### src/rtl/inst_fetch.sv
`timescale 1ns/1ps
// inst_fetch: instruction fetch unit with one outstanding memory read and a
// small {pc, data} buffer feeding the decode stage.
//
// Handshakes: imem side is a request/ack pair where imem_req and imem_addr
// hold steady until the cycle imem_ack=1 completes the read; the consumer
// side is valid/ready, a pop happens in any cycle with inst_valid=1 and
// inst_ready=1, and inst_valid never depends on inst_ready.
module inst_fetch #(
    parameter logic [31:0] RESET_PC = 32'h0000_0000,
    parameter int          DEPTH    = 2
) (
    input  logic        clk,
    input  logic        RST_n,
    input  logic        redirect_valid,
    input  logic [31:0] redirect_pc,
    output logic        imem_req,
    output logic [31:0] imem_addr,
    input  logic        imem_ack,
    input  logic [31:0] imem_rdata,
    output logic        inst_valid,
    output logic [31:0] inst_pc,
    output logic [31:0] inst_data,
    input  logic        inst_ready,
    output logic [1:0]  dbg_state
);

    typedef enum logic [1:0] {
        S_IDLE  = 2'd0,
        S_REQ   = 2'd1,
        S_DRAIN = 2'd2
    } state_e;

    localparam int PTR_W = (DEPTH > 1) ? $clog2(DEPTH) : 1;
    localparam int CNT_W = $clog2(DEPTH + 1);
    localparam logic [CNT_W-1:0] DEPTH_C  = CNT_W'(DEPTH);
    localparam logic [PTR_W-1:0] LAST_PTR = PTR_W'(DEPTH - 1);

    state_e             state_q, state_d;
    logic [31:0]        fetch_pc_q, fetch_pc_d;
    logic [31:0]        drain_addr_q, drain_addr_d;
    logic [CNT_W-1:0]   count_q, count_d;
    logic [PTR_W-1:0]   head_q, head_d;
    logic [PTR_W-1:0]   tail_q, tail_d;
    logic [31:0]        pc_mem_q   [DEPTH];
    logic [31:0]        pc_mem_d   [DEPTH];
    logic [31:0]        data_mem_q [DEPTH];
    logic [31:0]        data_mem_d [DEPTH];

    logic push;
    logic pop;

    function automatic logic [PTR_W-1:0] ptr_inc(input logic [PTR_W-1:0] p);
        return (p == LAST_PTR) ? '0 : p + 1'b1;
    endfunction

    // A redirect kills both the in-flight data and any same-cycle pop.
    assign push = (state_q == S_REQ) && imem_ack && !redirect_valid;
    assign pop  = (count_q != '0) && inst_ready && !redirect_valid;

    // State register.
    always_ff @(posedge clk or negedge RST_n) begin
        if (!RST_n) begin
            state_q <= S_IDLE;
        end else begin
            state_q <= state_d;
        end
    end

    // Next-state logic; REQ keeps issuing back-to-back while the buffer has room.
    always_comb begin
        state_d = state_q;
        case (state_q)
            S_IDLE: begin
                if (!redirect_valid && (count_q < DEPTH_C)) begin
                    state_d = S_REQ;
                end
            end
            S_REQ: begin
                if (imem_ack) begin
                    if (redirect_valid) begin
                        state_d = S_IDLE;
                    end else if (count_d < DEPTH_C) begin
                        state_d = S_REQ;
                    end else begin
                        state_d = S_IDLE;
                    end
                end else if (redirect_valid) begin
                    state_d = S_DRAIN;
                end
            end
            S_DRAIN: begin
                if (imem_ack) begin
                    state_d = S_IDLE;
                end
            end
            default: state_d = S_IDLE;
        endcase
    end

    // Output logic; DRAIN keeps presenting the abandoned address until its ack.
    always_comb begin
        imem_req   = (state_q == S_REQ) || (state_q == S_DRAIN);
        imem_addr  = (state_q == S_DRAIN) ? drain_addr_q : fetch_pc_q;
        inst_valid = (count_q != '0);
        inst_pc    = pc_mem_q[head_q];
        inst_data  = data_mem_q[head_q];
        dbg_state  = state_q;
    end

    // Datapath next values: fetch pc, drain address, FIFO pointers and storage.
    always_comb begin
        fetch_pc_d   = fetch_pc_q;
        drain_addr_d = drain_addr_q;
        count_d      = count_q;
        head_d       = head_q;
        tail_d       = tail_q;
        pc_mem_d     = pc_mem_q;
        data_mem_d   = data_mem_q;

        if (redirect_valid) begin
            fetch_pc_d = redirect_pc;
            count_d    = '0;
            head_d     = '0;
            tail_d     = '0;
            if ((state_q == S_REQ) && !imem_ack) begin
                drain_addr_d = fetch_pc_q;
            end
        end else begin
            if (push) begin
                pc_mem_d[tail_q]   = fetch_pc_q;
                data_mem_d[tail_q] = imem_rdata;
                tail_d             = ptr_inc(tail_q);
                fetch_pc_d         = fetch_pc_q + 32'd4;
            end
            if (pop) begin
                head_d = ptr_inc(head_q);
            end
            if (push && !pop) begin
                count_d = count_q + 1'b1;
            end else if (pop && !push) begin
                count_d = count_q - 1'b1;
            end
        end
    end

    // Datapath registers.
    always_ff @(posedge clk or negedge RST_n) begin
        if (!RST_n) begin
            fetch_pc_q   <= RESET_PC;
            drain_addr_q <= '0;
            count_q      <= '0;
            head_q       <= '0;
            tail_q       <= '0;
            for (int i = 0; i < DEPTH; i++) begin
                pc_mem_q[i]   <= '0;
                data_mem_q[i] <= '0;
            end
        end else begin
            fetch_pc_q   <= fetch_pc_d;
            drain_addr_q <= drain_addr_d;
            count_q      <= count_d;
            head_q       <= head_d;
            tail_q       <= tail_d;
            pc_mem_q     <= pc_mem_d;
            data_mem_q   <= data_mem_d;
        end
    end

endmodule

### config.mk
export PLATFORM = sky130hd
export DESIGN_NAME = inst_fetch
export DESIGN_NICKNAME = d
export VERILOG_FILES = /design/src/rtl/inst_fetch.sv
export SDC_FILE = /design/constraint.sdc
export NUM_CORES = 1
export LEC_CHECK = 0
export CORE_MARGIN = 5
export CORE_UTILIZATION = 41
export CTS_BUF_LIST = sky130_fd_sc_hd__clkbuf_4 sky130_fd_sc_hd__clkbuf_8
export DETAILED_ROUTE_END_ITERATION = 8
export PLACE_DENSITY = 0.71
export SKIP_CTS_REPAIR_TIMING = 1
export SLEW_MARGIN = 20
export SYNTH_ARGS = -nofsm -noshare
export SYNTH_HDL_FRONTEND = slang
export SYNTH_SLANG_ARGS = --single-unit
### constraint.sdc
create_clock -name clk -period 3.6 [get_ports clk]
set_input_delay 0.72 -clock clk [delete_from_list [all_inputs] [get_ports clk]]
set_output_delay 0.72 -clock clk [all_outputs]
set_load 0.02 [all_outputs]
==> metrics.md, run 1 <==
| Metric | Value |
|---|---|
| Setup crit start | `dbg_state[0]` |
| Post-synthesis mux area share | `a little under a third` |
| CP Max Fanout | `22` |
| Outcome | `finished, final reports clean` |
| Max Buffers Root-to-Sink | `2` |
| Critical path class | `reg2out` |
| FF-to-FF Start | `dbg_state[1]` |
| Post-DRT Antenna Nets | `0` |
| Post-Synth XOR/XNOR Area | `around 3.1%` |
| R2R Setup Slk | `between 1 and 1.5 ns` |
| Mapped cell area | `roughly 9300 sq um` |
| Port Buffer Count | `168` |
| CTS buffer count | `17` |
| Die area | `between 20000 and 30000 sq um` |
| Final worst path period share | `around nine tenths` |
| Layout cells sized above 1 | `36.55%` |
| Post-DR wirelength/cell | `~19 um` |
| Post-synthesis simple-gate area fraction | `just under 6%` |
| CP top delay family | `buffers and inverters` |
| Largest area contributor in the netlist | `dfrtp_1` |
| Placer's final routability congestion estimate | `approximately 0.71` |
| Iter 0 DRT Violations | `between 150 and 200` |
| Cell row count | `55` |
| Crit path largest cell delay | `0.54 ns` |
| Synth Area in Compound Gates | `under 10%` |
| Setup TNS | `0 ns` |
| Pwr dens | `a little over 800 nW/um^2` |
| Commonest cells in the netlist | `mux2_2 (256), dfrtp_1 (198), nand2_1 (47)` |
| Number of flops mapped to enable cells by yosys | `0` |
| Net Sw Frac | `around 34%` |
| Worst hold slack | `roughly 0.3 ns` |
| CP arrival | `between 2 and 3 ns` |
| FF-to-FF path depth | `7` |
| Max_slew headroom | `between 30% and 40%` |
| Count of final hold-check violations | `0` |
| Clock power share | `between 10% and 20%` |
| Fill count | `1965` |
| Die Y | `160.2 um` |
| Drt first pass iters | `4` |
| Starting Density | `41.23%` |
| Htree depth | `4` |
| Slew Viols, Final | `0` |
| Dominant synthesized flop cell | `dfrtp_1` |
| RR Endpoint | `data_mem_q[15]` |
| Post-synth top area share | `~54%` |
| Die width | `approximately 160 um` |
| Skew-Pair Late Insertion Delay | `~0.48 ns` |
| DRC | `0` |
| Met1 usage | `22.46%` |
| Worst VDD drop | `0.0004545 V` |
| Least-Margin Pin Slew | `0.9721 ns` |
| Grt ovf | `0` |
| Syn avg cell area | `between 10 and 15 sq um` |
| GRT Resource Usage Total | `17.05%` |
| TritonCTS clock tree | `yes` |
| Final setup fails | `0` |
| Area of placed instances | `around 11000 sq um` |
| CP Launch Type | `register` |
| Power Internal | `0.006301 W` |
| Clk slew on worst S/H paths | `about 0.12 ns` |
| Largest family of logic cells by synthesized area | `multiplexers` |
| Area delta synth->final | `25.42%` |
| Dominant cell by count in the synthesized netlist | `mux2_2` |
| # Max-Cap Violations | `0` |
| Multi-input gate area in the final layout | `4026 sq um` |
| WP depth | `5` |
| Net Count, Synth | `around 770` |
| Routed via count | `5780` |
| Leak | `just under 5 nW` |
| Layout Skew | `~0.017 ns` |
| Root Driver | `clkbuf_8` |
| Clock period minus final worst setup slack | `3.274 ns` |
| Worst EP required | `~2.9 ns` |
| Fmax | `slightly above 300 MHz` |
| First-pass GRT wire length | `roughly 35000 um` |
| Ranking of synthesized cells by area | `dfrtp_1 (54%), mux2_2 (31%), xor2_1 (2.1%)` |
| CP bufs+invs | `3` |
| TritonCTS sink count | `around 200` |
| GRT met2 Usage | `between 20% and 30%` |
| Floorplan core area | `around 22000 sq um` |
| Synth cell types | `35` |
| GR peak layer | `met2` |
| Cell Chain, Critical Path | `inv_1 -> ha_2 -> buf_12 -> mux2_2 -> clkdlybuf4s50_1` |
| Vias in the first global route | `roughly 6300` |
| # diodes | `0` |
| Nets | `between 900 and 1000` |
| Seq/Total Area, Yosys | `53.56%` |
| FF+latch area | `a little under 5000 sq um` |
| GR Util met3 | `roughly 4%` |
| Drt total wl | `~21000 um` |
| Type of the most critical hold path | `in2async` |
| Crit path to | `imem_addr[4]` |
| Adder-cell share of the synthesized area | `0.6763%` |
| Cell count after synthesis | `~700` |
| Logic pwr share | `between 40% and 50%` |
| Vias per std cell | `5.052` |
| CP Capture Type | `output pin` |
| Slowest CP cell | `clkdlybuf4s50_1` |
| Initial antenna violation count | `0` |
| DP HPWL | `between 10000 and 15000 um` |
| Top Ports | `around 170` |
| Ys async rst share | `100.0%` |
| Total power | `roughly 0.0096 W` |
| Largest net degree at the start of global routing | `97` |
| Yosys reg bits | `about 200` |
| Flop pwr share | `about two fifths` |
| Net Switching | `0.003307 W` |
| RSZ-0062 raised after global routing | `false` |
| Final Cell Area | `approximately 12000 sq um` |
| Synthesis warning total | `0` |
worst min-delay path by stage:
stage / startpoint / end / slack [ns] / cells past startpoint
6_report: RST_n / data_mem_q[36] / 0.29 / 1
5_1_grt: RST_n / data_mem_q[36] / 0.33 / 1
4_1_cts: RST_n / data_mem_q[36] / 0.32 / 1
3_5_place_dp: pc_mem_q[25] / pc_mem_q[25] / 0.47 / 2
3_3_place_gp: pc_mem_q[25] / pc_mem_q[25] / 0.46 / 2
2_1_floorplan: RST_n / count_q[0] / 0.42 / 0
logic make-up after synthesis:
logic type                 Yosys count
AOI/OAI and AO/OA                   40
xor gates and xnor gates            33
adders and majority gates            5
buffers and inverters               56
DFF                                198
muxes                              258
and+or+nand+nor                    108
cells in the final DEF, fill, tap and decap left out, types with 2 or more instances in the layout:
cell type,Yosys,layout
nand4_1,12,12
xnor2_1,11,11
clkbuf_8,0,20
dfrtp_1,198,197
buf_12,0,4
xor2_1,22,22
ha_1,5,4
o21ai_0,26,26
buf_4,0,7
bufinv_16,0,2
and3_1,6,6
inv_8,0,4
inv_6,0,3
mux2_2,256,256
mux2i_1,2,2
and2_1,2,2
nand2_2,1,2
nand3_1,13,13
clkdlybuf4s50_1,0,166
o21ai_1,9,9
a21oi_1,3,3
nor2_1,14,14
nand2_1,47,45
nor2b_1,2,2
clkinvlp_4,0,2
inv_1,6,6
cell type report:
class | count | area share [%]
inverter | 6 | 0.1941
multi-input combinational | 444 | 34.71
clock buffer | 20 | 2.319
clock inverter | 12 | 1.337
timing repair buffer | 179 | 15.63
sequential | 198 | 42.74
tap | 285 | 3.074
metrics by stage:
step | setup WS [ns] | cells | utilization (%)
after global placement | 0.8060 | 1112 | 49.82
after global routing | 0.1652 | 1144 | 51.71
after detailed placement | 0.7919 | 1112 | 49.82
after floorplan | 1.166 | 698 | -
final | 0.3259 | 1144 | 51.71
after CTS | 0.2555 | 1144 | 51.71
state kept, by name (all words and copies together) (netlist names):
signal        cells
data_mem_q       64
pc_mem_q         64
drain_addr_q     32
fetch_pc_q       32
count_q           2
dbg_state         2
head_q            1
tail_q            1
power groups by stage:
stage	logic (W)	registers, W	clock network (W)
finish	0.00439	0.00369	0.00153
floorplan	0.00283	0.00349	0
detailed placement	0.00444	0.00375	0
global placement	0.00440	0.00372	0
CTS	0.00447	0.00370	0.00157
global route	0.00469	0.00382	0.00167
metal layers:
metal / part of all wire [%] / routed length (um)
met2: 50 / 10710
met1: 45 / 9522
met3: 3.7 / 791
met4: 1.3 / 275
met5: 0 / 0
Note: power is estimated with default switching activity, not from simulation.
==> inputs of run 2 (changes only) <==
--- a/config.mk
+++ b/config.mk
@@ -5,6 +5,7 @@
 export SDC_FILE = /design/constraint.sdc
 export NUM_CORES = 1
 export LEC_CHECK = 0
+export ABC_AREA = 1
 export CORE_MARGIN = 5
 export CORE_UTILIZATION = 41
 export CTS_BUF_LIST = sky130_fd_sc_hd__clkbuf_4 sky130_fd_sc_hd__clkbuf_8
==> run 2 against run 1 <==
Compared with the run above:
- sequential power shrank 4%
- register-to-register slack gained 0.30 ns
- clock skew shrank 0.0023 ns
- clock power is essentially flat
- global-route usage grew 2.5 points
- combinational power shrank 6.8%
- power shrank 4.2%
- critical path depth grew 1
- final area grew 2.5%
- final cell count grew 47%
- wire length grew 18%
- largest power group unchanged
==> metrics.md, run 2 <==
| Metric | Value |
|---|---|
| Cell count after synthesis | `1236 (+77%)` |
| # Max-Cap Violations | `0 (unchanged)` |
| Synth cell types | `32 (-8.6%)` |
| CP Launch Type | `register` |
| # diodes | `0 (unchanged)` |
| Starting Density | `41.69% (+0.45 points)` |
| Fmax | `304.6 MHz (-0.26%)` |
| FF-to-FF Start | `dbg_state[1]` |
| Biggest regs | `data_mem_q (64), pc_mem_q (64)` |
| Ranking of synthesized cells by area | `dfrtp_1 (52%), nand2_1 (21%), o21ai_1 (6.7%)` |
| Top Ports | `169 (unchanged)` |
| Commonest non-fill, non-tap cell in the layout | `nand2_1` |
| Clock period minus final worst setup slack | `3.283 ns (+0.008589 ns)` |
| Crit path to | `imem_addr[21]` |
| DRC | `0 (unchanged)` |
| Leak | `5.680 nW (+15%)` |
| DP HPWL | `17990 um (+24%)` |
| Grt ovf | `0 (unchanged)` |
| Post-synth top area share | `52.34% (-1.2 points)` |
| Yosys reg bits | `198 (unchanged)` |
| Final worst path period share | `91.19% (+0.24 points)` |
| Largest net degree at the start of global routing | `86 (-11%)` |
| Die area | `26230 sq um (+2.2%)` |
| Die Y | `162.0 um (+1.1%)` |
| Dominant cell by count in the synthesized netlist | `nand2_1` |
| Largest area contributor in the netlist | `dfrtp_1` |
| CP arrival | `2.56 ns (about the same)` |
| CTS buffer count | `17 (unchanged)` |
| Count of final hold-check violations | `0 (unchanged)` |
| Commonest cells in the netlist | `nand2_1 (528), dfrtp_1 (198), o21ai_1 (126)` |
| Worst EP required | `2.88 ns (about the same)` |
| Setup TNS | `0 ns (unchanged)` |
| Clk slew on worst S/H paths | `0.11 ns (about the same)` |
| R2R Setup Slk | `1.58 ns (+0.30 ns)` |
| Placer's final routability congestion estimate | `0.9214 (+29%)` |
| Mapped cell area | `9467 sq um (+2.3%)` |
| First-pass GRT wire length | `42080 um (+20%)` |
| Root Driver | `clkbuf_8` |
| Final setup fails | `0 (unchanged)` |
| Pwr dens | `774.6 nW/um^2 (-6.5%)` |
| CP Max Fanout | `38 (+73%)` |
| Nets | `1452 (+58%)` |
| Syn avg cell area | `7.659 sq um (-42%)` |
| Vias in the first global route | `8078 (+28%)` |
| Cell row count | `55 (unchanged)` |
| Max_slew headroom | `53.25% (+18 points)` |
| Net Count, Synth | `1310 (+70%)` |
| Floorplan core area | `22710 sq um (+1.2%)` |
| FF-to-FF path depth | `7 (unchanged)` |
| Slew Viols, Final | `0 (unchanged)` |
| Post-DR wirelength/cell | `15.03 um (-19%)` |
| Vias per std cell | `4.906 (-2.9%)` |
| Iter 0 DRT Violations | `641 (+290%)` |
| Setup crit start | `dbg_state[0]` |
| Drt first pass iters | `7 (+3)` |
| Routed via count | `8222 (+42%)` |
| Htree depth | `4 (unchanged)` |
| Number of flops mapped to enable cells by yosys | `0 (unchanged)` |
| Area delta synth->final | `25.58%` |
| Initial antenna violation count | `0 (unchanged)` |
| Type of the most critical hold path | `in2async` |
| Least-Margin Pin Slew | `0.7013 ns (-0.2708 ns)` |
| Layout Skew | `0.01453 ns (-0.002263 ns)` |
| Seq/Total Area, Yosys | `52.34% (-1.2 points)` |
| Worst hold slack | `0.2594 ns (-0.03350 ns)` |
| Port Buffer Count | `168 (unchanged)` |
| RR Endpoint | `fetch_pc_q[27]` |
| CP Capture Type | `output pin` |
| Skew-Pair Late Insertion Delay | `0.46 ns (-0.02 ns)` |
| Worst VDD drop | `0.0003762 V (-17%)` |
| Layout cells sized above 1 | `5.895% (-31 points)` |
| Post-DRT Antenna Nets | `0 (unchanged)` |
| Dominant synthesized flop cell | `dfrtp_1` |
| GRT Resource Usage Total | `19.58% (+2.5 points)` |
| Outcome | `finished, final reports clean` |
| RSZ-0062 raised after global routing | `false` |
| TritonCTS clock tree | `yes` |
| Synthesis warning total | `0 (unchanged)` |
| Ys async rst share | `100.0% (unchanged)` |
| Critical path class | `reg2out` |
| Most frequent cells in the layout | `nand2_1 (526), dfrtp_1 (197), clkdlybuf4s50_1 (167), o21ai_1 (126), o21ai_0 (88)` |
| TritonCTS sink count | `198 (unchanged)` |
| Die width | `162.0 um (+1.1%)` |
| Drt total wl | `25180 um (+18%)` |
| Max Buffers Root-to-Sink | `2 (unchanged)` |
run 2: per-stage QoR:
step           cell area, sq um  setup slack (ns)  util, %  total power [W]  std cells
2_1_floorplan              9467             1.252        -         0.005873       1236
3_5_place_dp              11450            0.8123    50.42         0.007732       1644
3_3_place_gp              11450            0.7938    50.42         0.007639       1644
5_1_grt                   11890            0.1051    52.35         0.009896       1676
6_report                  11890            0.3173    52.35         0.009209       1676
4_1_cts                   11890            0.2702    52.35         0.009315       1676
run 2: cells by family after synthesis:
family	synth area share (%)
AO/OA/AOI/OAI	12.69
XOR/XNOR	0.7402
adder cells (fa/ha/maj)	0.6609
buffers and inverters	6.556
flip-flops	52.34
AND/OR/NAND/NOR	27.02
run 2: per-layer routing:
layer  part of all wire [%]  vias up  GRT usage [%]
li1                       -     4174              -
met1                     48     3818          27.60
met2                     46      208          31.60
met3                    5.2       22          3.882
met4                    1.0        0          4.268
met5                      0        -              0
run 2: how the worst min path moves through the flow:
stage | start | to | depth (start not counted)
finish | RST_n | fetch_pc_q[28] | 1
CTS | RST_n | fetch_pc_q[27] | 1
floorplan | RST_n | count_q[0] | 0
global placement | drain_addr_q[2] | drain_addr_q[2] | 2
global route | RST_n | fetch_pc_q[28] | 1
detailed placement | pc_mem_q[32] | pc_mem_q[32] | 2
run 2: final cells by class:
cell class | count | area [sq um]
Sequential cell | 198 | 4956
Clock buffer | 20 | 275.3
Tap cell | 285 | 356.6
Multi-Input combinational cell | 884 | 3909
Fill cell | 2207 | 10820
Timing Repair Buffer | 187 | 1891
Inverter | 90 | 337.8
Clock inverter | 12 | 162.7
run 2: report_power, final:
| part | internal, W | switching, W | total, W |
|---|---|---|---|
| sequential | 0.00306 | 0.000499 | 0.00356 |
| clock | 0.000756 | 0.000804 | 0.00156 |
| combinational | 0.00174 | 0.00234 | 0.00409 |
| total | 0.00556 | 0.00365 | 0.00921 |
run 2: critical path: stages, from the launching register on:
cell and delay [ns]:
dfrtp_1 0.42, inv_1 0.11, ha_2 0.50, buf_12 0.24, nand2_1 0.06, o21ai_0 0.10
clkdlybuf4s50_1 0.65
==> edit (config.mk and constraints of run 1) <==
Set the parameter `DEPTH` to 4 (it was 2).
--- a/src/rtl/inst_fetch.sv
+++ b/src/rtl/inst_fetch.sv
@@ -8,7 +8,7 @@
 // inst_ready=1, and inst_valid never depends on inst_ready.
 module inst_fetch #(
     parameter logic [31:0] RESET_PC = 32'h0000_0000,
-    parameter int          DEPTH    = 2
+    parameter int          DEPTH    = 4
 ) (
     input  logic        clk,
     input  logic        RST_n,
Behaviour: not the same (a bounded check fails within 4 cycles, from zero or initial values and one cycle with RST_n low).
==> edit against run 1 <==
  * Hold slack got worse by 0.22 ns
  * Critical path type unchanged
  * Fmax decreased by 4.4%
  * Synthesized area increased by 65%
  * Sequential power increased by 46%
  * Count of clock-buffer cells in the layout increased by 73
  * Setup slack got worse by 0.15 ns
  * Die area increased by 60%
  * Sequential cell count increased by 131
  * Wire length increased by 62%
  * Combinational power increased by 17%
  * Largest power group is now sequential cells
  * Cell area increased by 59%
  * Critical path depth unchanged
  * Sequential share of layout area increased by 1.8 points
  * Total power increased by 47%
==> edit: results (changes against run 1) <==
DRT Wirelength -> 34540 µm (+62%)
cell internal pwr -> 0.009768 W (+55%)
largest net degree at the start of global routing -> 93 (-4.1%)
Syn-to-layout area delta -> 21.48%
Clock Skews -> 0.02903 ns (+0.01223 ns)
leak pwr -> 8.256 nW (+68%)
dpl ws -> 0.6026 ns (-0.1893 ns)
Detailed Place HPWL -> 22230 µm (+53%)
VDD IR max -> 559.5 µV (+23%)
Critical Path AT -> 2.71 ns (+0.16 ns)
non-clk buf share -> 10.63% (-5.0 points)
initial antenna violation count -> 1 (+1)
clk pwr -> 0.00359 W (+130%)
nonclk buf count -> 189 (+5.6%)
fin nets -> 1267 (+38%)
inverters -> 7 (+1)
Synth Net Count -> 1109 (+44%)
largest cells by area after synthesis -> dfrtp_1, mux2_2, mux4_2
met1 Use GR -> 23.74% (+1.3 points)
status -> completed
met3 routed WL -> 1732 µm (+120%)
fill count -> 3160 (+61%)
wire per inst -> 20.36 µm (+9.4%)
Placed Cells -> 1597 (+44%)
WL met2 -> 16610 µm (+55%)
GRT Overall Usage -> 17.08% (+0.027 points)
clock latency on the worst-skew pair -> 0.59 ns (+0.11 ns)
global placer's final weighted congestion -> 0.7757 (+8.8%)
die area -> 41070 µm² (+60%)
Combinational Power Share -> 36.4% (-9.3 points)
Synth top cells by count -> dfrtp_1, mux2_2, mux4_2
Synth Area in XOR/XNOR -> 1.727% (-1.4 points)
multi-input gate count -> 604 (+36%)
==> edit: cell types whose count changed after synthesis, sizes merged, moves of 9 or more <==
cell	before	now
buf	25	57
mux2	256	317
xor2	22	12
mux4	0	64
nand2	48	57
dfrtp	198	329
==> edit: path summary, 6_finish.rpt <==
kind	startpoint	to	slack, ns
worst max-delay path	dbg_state[0]$_DFFE_PN0P_	imem_addr[20]	0.17
worst min-delay path	RST_n	data_mem_q[119]$_DFFE_PN0P_	0.08
worst max register to register	dbg_state[1]$_DFFE_PN0P_	data_mem_q[52]$_DFFE_PN0P_	0.98
worst min register to register	drain_addr_q[24]$_DFFE_PN0P_	drain_addr_q[24]$_DFFE_PN0P_	0.48
max in group asynchronous	RST_n	data_mem_q[1]$_DFFE_PN0P_	2.53
min in group clk	drain_addr_q[24]$_DFFE_PN0P_	drain_addr_q[24]$_DFFE_PN0P_	0.48
